[config.mk]
export PLATFORM = sky130hd
export DESIGN_NAME = uart_rx
export DESIGN_NICKNAME = d
export VERILOG_FILES = /design/src/rtl/uart_rx.sv
export SDC_FILE = /design/constraint.sdc
export NUM_CORES = 1
export LEC_CHECK = 0
export ABC_CLOCK_PERIOD_IN_PS = 3640
export BUFFER_PORTS_ARGS = -buffer_cell sky130_fd_sc_hd__buf_2
export CAP_MARGIN = 20
export CORE_MARGIN = 2
export CORE_UTILIZATION = 45
export CTS_BUF_LIST = sky130_fd_sc_hd__clkbuf_16
export CTS_CLUSTER_SIZE = 8
export DETAILED_ROUTE_END_ITERATION = 10
export HOLD_SLACK_MARGIN = 0.1
export PLACE_DENSITY = 0.68
export SLEW_MARGIN = 0
export SYNTH_ARGS = -nofsm -noshare
export SYNTH_HDL_FRONTEND = slang
export SYNTH_SLANG_ARGS = --single-unit
[constraint.sdc]
create_clock -name clk -period 3.64 [get_ports clk]
set_clock_uncertainty 0.15 [all_clocks]
set_input_delay 0.182 -clock clk [delete_from_list [all_inputs] [get_ports clk]]
set_output_delay 0.182 -clock clk [all_outputs]
set_load 0.05 [all_outputs]
[src/rtl/uart_rx.sv]
// 8N1 UART receiver: mid-bit sampling FSM with one-cycle valid/frame_err strobes.
// Optional 2-flop input synchronizer enabled by defining UART_RX_SYNC_EN.
module uart_rx #(
  parameter int CLK_FREQ  = 27_000_000,
  parameter int BOUD_RATE = 9600
) (
  input  logic       clk,
  input  logic       rst,
  input  logic       rx_pin,
  output logic [7:0] data,
  output logic       valid,
  output logic       frame_err,
  output logic       busy
);

  localparam int CYCLE = CLK_FREQ / BOUD_RATE;
  localparam int HALF  = CYCLE / 2;
  localparam int CW    = (CYCLE > 1) ? $clog2(CYCLE) : 1;

  localparam logic [CW-1:0] CNT_FULL = CW'(CYCLE - 1);
  localparam logic [CW-1:0] CNT_HALF = CW'(HALF - 1);
  localparam logic [CW-1:0] CNT_ONE  = CW'(1);

  typedef enum logic [2:0] {
    IDLE,
    START,
    DATA,
    STOP,
    BREAK
  } state_t;

  logic rx_s;

`ifdef UART_RX_SYNC_EN
  // Both stages reset high so a reset never looks like a start edge.
  logic [1:0] sync_q;

  always_ff @(posedge clk) begin
    if (rst) begin
      sync_q <= 2'b11;
    end else begin
      sync_q <= {sync_q[0], rx_pin};
    end
  end

  assign rx_s = sync_q[1];
`else
  assign rx_s = rx_pin;
`endif

  state_t        state_q, state_d;
  logic [CW-1:0] cnt_q, cnt_d;
  logic [2:0]    bit_q, bit_d;
  logic [7:0]    shift_q, shift_d;
  logic [7:0]    data_q, data_d;
  logic          valid_q, valid_d;
  logic          fe_q, fe_d;

  always_ff @(posedge clk) begin
    if (rst) begin
      state_q <= IDLE;
      cnt_q   <= '0;
      bit_q   <= '0;
      shift_q <= '0;
      data_q  <= '0;
      valid_q <= 1'b0;
      fe_q    <= 1'b0;
    end else begin
      state_q <= state_d;
      cnt_q   <= cnt_d;
      bit_q   <= bit_d;
      shift_q <= shift_d;
      data_q  <= data_d;
      valid_q <= valid_d;
      fe_q    <= fe_d;
    end
  end

  always_comb begin
    state_d = state_q;
    cnt_d   = cnt_q + CNT_ONE;
    bit_d   = bit_q;
    shift_d = shift_q;
    data_d  = data_q;
    valid_d = 1'b0;
    fe_d    = 1'b0;
    unique case (state_q)
      IDLE: begin
        cnt_d = '0;
        bit_d = '0;
        if (!rx_s) begin
          state_d = START;
        end
      end
      START: begin
        if (cnt_q == CNT_HALF) begin
          cnt_d   = '0;
          state_d = rx_s ? IDLE : DATA;
        end
      end
      DATA: begin
        if (cnt_q == CNT_FULL) begin
          cnt_d   = '0;
          shift_d = {rx_s, shift_q[7:1]};
          bit_d   = bit_q + 3'd1;
          if (bit_q == 3'd7) begin
            state_d = STOP;
          end
        end
      end
      STOP: begin
        // Leave at stop mid-point so a back-to-back start edge is caught.
        if (cnt_q == CNT_FULL) begin
          cnt_d = '0;
          if (rx_s) begin
            data_d  = shift_q;
            valid_d = 1'b1;
            state_d = IDLE;
          end else begin
            fe_d    = 1'b1;
            state_d = BREAK;
          end
        end
      end
      BREAK: begin
        cnt_d = '0;
        if (rx_s) begin
          state_d = IDLE;
        end
      end
      default: begin
        cnt_d   = '0;
        state_d = IDLE;
      end
    endcase
  end

  assign data      = data_q;
  assign valid     = valid_q;
  assign frame_err = fe_q;
  assign busy      = (state_q != IDLE);

endmodule

* After elaboration in Yosys (flattened, before gate mapping)
Cells that the tools add are included.
** Word-level totals
- Register bits after elaboration :: 36
- Output and inout port bits :: 11
- Input port bits :: 3
- Word-level logic and storage cells :: 49
** Cells by class
- Reductions and logical operators :: 9
- Add/sub/neg operators :: 2
- Equality and inequality tests :: 13
- Multiplexer cells :: 16
- Bitwise gates (word level) :: 2
** Operators by type and width (count)
- two-way mux 12 bit :: 2
- two-way mux 3 bit :: 8
- case mux 12 bit (2 select lines) :: 1
- case mux 3 bit (5 select lines) :: 1
- adder 12 x 1 -> 12 bit, second input constant :: 1
- == test 12 x 11 -> 1 bit, second input constant :: 1
- == test 12 bit, second input constant :: 1
- inequality test 2 bit, second input constant :: 6
- == test 3 x 2 -> 1 bit, second input constant :: 2
- == test 3 bit, second input constant :: 2
- case mux 3 bit (2 select lines) :: 1
- AND reduction 6 bit :: 1
- AND reduction 2 bit :: 2
- adder 3 x 1 -> 3 bit, second input constant :: 1
- == test 3 x 1 -> 1 bit, second input constant :: 1
- logical NOT 3 bit :: 1
- AND reduction 3 bit :: 1
- nonzero test 3 bit :: 1
- OR reduction 3 bit :: 1
- two-way mux 1 bit :: 2
- two-way mux 2 bit :: 1
- NOT 1 bit :: 2
- nonzero test 2 bit :: 1
- OR reduction 2 bit :: 1

* Longest topological paths before layout
- Depth in word-level cells :: 4
- Gate-level depth with buffers :: 7
- Mapped depth without buffers :: 6

* Worst setup path before layout
No wires, ideal clock.
- Path type :: reg2reg
- Start :: reg cnt_q[0]
- End :: reg data_q[4] (netlist: data[4])
- Stages on the path, launching flop included :: 6
- Clock period less this slack :: 1894 ps
- Data arrival time :: 1616 ps
- Library setup time :: 128 ps
- Path buffers :: 0
- Slack :: 1746 ps
- Cell sequence :: dfxtp_1 -> ha_1 -> nand4b_2 -> nor4_4 -> mux2i_1 -> nor2_1
** Between the ends
- Longest elaborated chain between the ends :: 2
** Ends and longest elaborated chain
- start, declared :: RTL line 52 : logic [CW-1:0] cnt_q, cnt_d;
- start signal, assigned :: RTL line 70 : cnt_q <= cnt_d;
- == test 12 bit :: RTL line 113 : if (cnt_q == CNT_FULL) begin
- AND reduction 3 bit (no line)
- end signal, assigned :: RTL line 73 : data_q <= data_d;
- end, declared :: RTL line 55 : logic [7:0] data_q, data_d;
No other way between the ends.
A chain may end at the register's enable or synchronous reset.

* Worst setup path after layout
- Start :: reg cnt_q[0]
- End :: reg data_q[5] (netlist: data[5])
The elaborated chain is that of the path after synthesis.

==> metrics.yaml <==
outcome: "completed"
synth_warnings: 0
async_flop_share_pct: 0
synth_top_family_by_area: "simple AND/OR/NAND/NOR gates"
hp-class: "in2reg"
final_core_util_pct: 53.23
r2r-start: "cnt_q[0]"
reg2reg_to: "data[5]"
die-area_um2: 4174
irDropWorstVdd_mv: 0.2286
synth_compound_area_share_pct: 6.662
num_antenna_cells: 0
dpl.hpwl_mm: 2.207
std_cell_rows: 22
hold_start: "rst"
path_max_fanout: 8
core_um2: 3606
ios: 14
crit_type: "reg2reg"
postCtsSetupRepairBufs: 0
grt_first_pass_wirelength_mm: 5.457
clockBufferDepth: 2
drtIter0Drc: 108
grt_use_total_pct: 17.04
clk_pin_slew_ps: 60
place.gp.congestion: 0.7713
cp.arrival_ps: 2170
drv_slew: 0
highest_layer: "met4"
multiInputGateArea_um2: 880.8
max-cap-violations: 0
met3RoutedLength_um: 82
clock-sinks: 36
wl_per_cell_um: 13.20
syn_avg_cell_area_um2: 9.445
period_minus_slack_ps: 2171
hold_viol: 0
cp-end-kind: "flip-flop"
nNetsFinal: 194
clk_latency_ps: 280
rsz0062_at_grt: "no"
synth-seq-area-share_pct: 43.60
placed_area_um2: 1742
synth_fa_ha_area_share_pct: 3.028
hold_buffers: 1
syn_nets: 182
first_pass_iters: 5
synthFlopType: "dfxtp_1"
finalPower_w: 0.001041
portBuffers: 13
met2_length_mm: 1.573
synth-xor-area-share_pct: 5.299
wirelength_mm: 3.116
ant_nets: 0
synth-edff-count: 0
cts_root_buffer: "clkbuf_16"
r2r_setup_slack_ps: 1470
setup_viol: 0
cts_inserted_buffers: 5
worstMarginPinSlew_ps: 713.5
dieWidth_um: 64.61
p_leak_nw: 0.7687
yosys.area_share.simple_pct: 28.61
final_cell_mix: "36 x dfxtp_1, 33 x nor2_1, 16 x mux2i_1"
hold_end: "shift_q[3]"
fill_cells: 333
crit_path_start_kind: "flip-flop"
start_util_pct: 45.84
syn_inst: 175
num_vias: 1263
cp.required_ps: 3640
area_growth_pct: 16.12
htreeDepth: 2
regArea_um2: 720.7
grt_pass1_vias: 1292
grt_max_degree: 27
cts_resized: 0
viasPerCell: 5.352
ff2ff_path_depth: 5
drc_errors: 0
layout-drive-gt1-share_pct: 15.43
die_h_um: 64.61
synth-seq-cells: 36
final_common_cell: "dfxtp_1"
synth_area_um2: 1653
fin_setup_tns_ps: 0
synth_mux_area_share_pct: 9.690
antenna_found_initial: 0
powerDensity_nw_per_um2: 542.1
fin_crit_sh_pct: 59.65
synthDistinctLibCells: 38
max_freq_mhz: 460.5
cts_tree: "yes"
grt_overflow: 0
relSlewSlack_pct: 52.08
final_cell_area_um2: 1919
hold_depth: 2
wl_met1_mm: 1.422
==> worst max path at each step <==
stage / start / endpoint / slack [ps] / cells past startpoint
floorplan: cnt_q[0] / data[4] / 1750 / 5
global placement: cnt_q[0] / data[5] / 1580 / 5
detailed placement: cnt_q[0] / data[5] / 1470 / 5
CTS: cnt_q[0] / data[5] / 1460 / 5
global route: cnt_q[0] / data[5] / 1320 / 5
finish: cnt_q[0] / data[5] / 1470 / 5
==> cell type report <==
| type | instances | share of cell area (%) |
|---|---|---|
| repair buffers | 14 | 3.911 |
| clock buffers | 5 | 6.519 |
| clock inverters | 3 | 2.216 |
| inverters | 4 | 0.7823 |
| well taps | 48 | 3.129 |
| flip-flops and latches | 36 | 37.55 |
| multi-input cells | 126 | 45.89 |
==> cell usage after synthesis, types with 2 or more instances <==
library cell	n	area [um^2]
nand4b_1	3	26.28
o21ai_0	5	25.02
nand3_1	8	40.04
clkbuf_1	6	22.52
o311ai_0	2	17.52
nor4b_1	2	17.52
nand2_1	5	18.77
a31oi_1	4	25.02
inv_1	4	15.01
and3_1	3	18.77
nand2b_1	3	18.77
xnor2_1	6	52.55
a21oi_1	2	10.01
nor3_1	7	35.03
nor2_1	33	123.9
nand4_1	3	18.77
ha_1	4	50.05
dfxtp_1	36	720.7
mux2i_1	16	160.2
xor2_1	4	35.03
buf_2	2	10.01
==> layer usage <==
layer	vias up	track usage, %
li1	645	-
met1	602	18.80
met2	13	29.69
met3	3	4.167
met4	0	9.840
met5	-	0
==> through the flow <==
| step | instances | hold slack [ps] | setup slack (ps) |
|---|---|---|---|
| floorplan | 175 | 108.7 | 1746 |
| global placement | 227 | 293.5 | 1579 |
| detailed placement | 227 | 290.6 | 1471 |
| CTS | 236 | 170.7 | 1459 |
| global route | 236 | 187.8 | 1321 |
| finish | 236 | 171.4 | 1469 |
==> critical path, stage by stage (launching register included) <==
cell and delay [ps]:
dfxtp_1 360, ha_1 280, nand4b_2 200, nor4_4 690, mux2i_1 290, nor2_1 60
==> where the power goes <==
| part | total, W | internal (W) | switching [W] |
|---|---|---|---|
| Combinational | 0.000119 | 0.0000405 | 0.0000790 |
| Sequential | 0.000439 | 0.000409 | 0.0000300 |
| Clock | 0.000482 | 0.000321 | 0.000161 |
==> cells by family (layout without fill, tap and decap cells) <==
group / count (synthesis) / after routing
simple gates: 79 / 79
buf+inv: 13 / 26
mux: 16 / 16
xor+xnor: 10 / 10
flops: 36 / 36
fa+ha+maj: 4 / 4
compound gates: 17 / 17
==> registers in the layout (all words and copies together) (netlist names) <==
| register | count |
|---|---|
| state_q | 3 |
| valid | 1 |
| bit_q | 3 |
| data | 8 |
| shift_q | 8 |
| cnt_q | 12 |
| frame_err | 1 |
(Power assumes the default switching activity.)
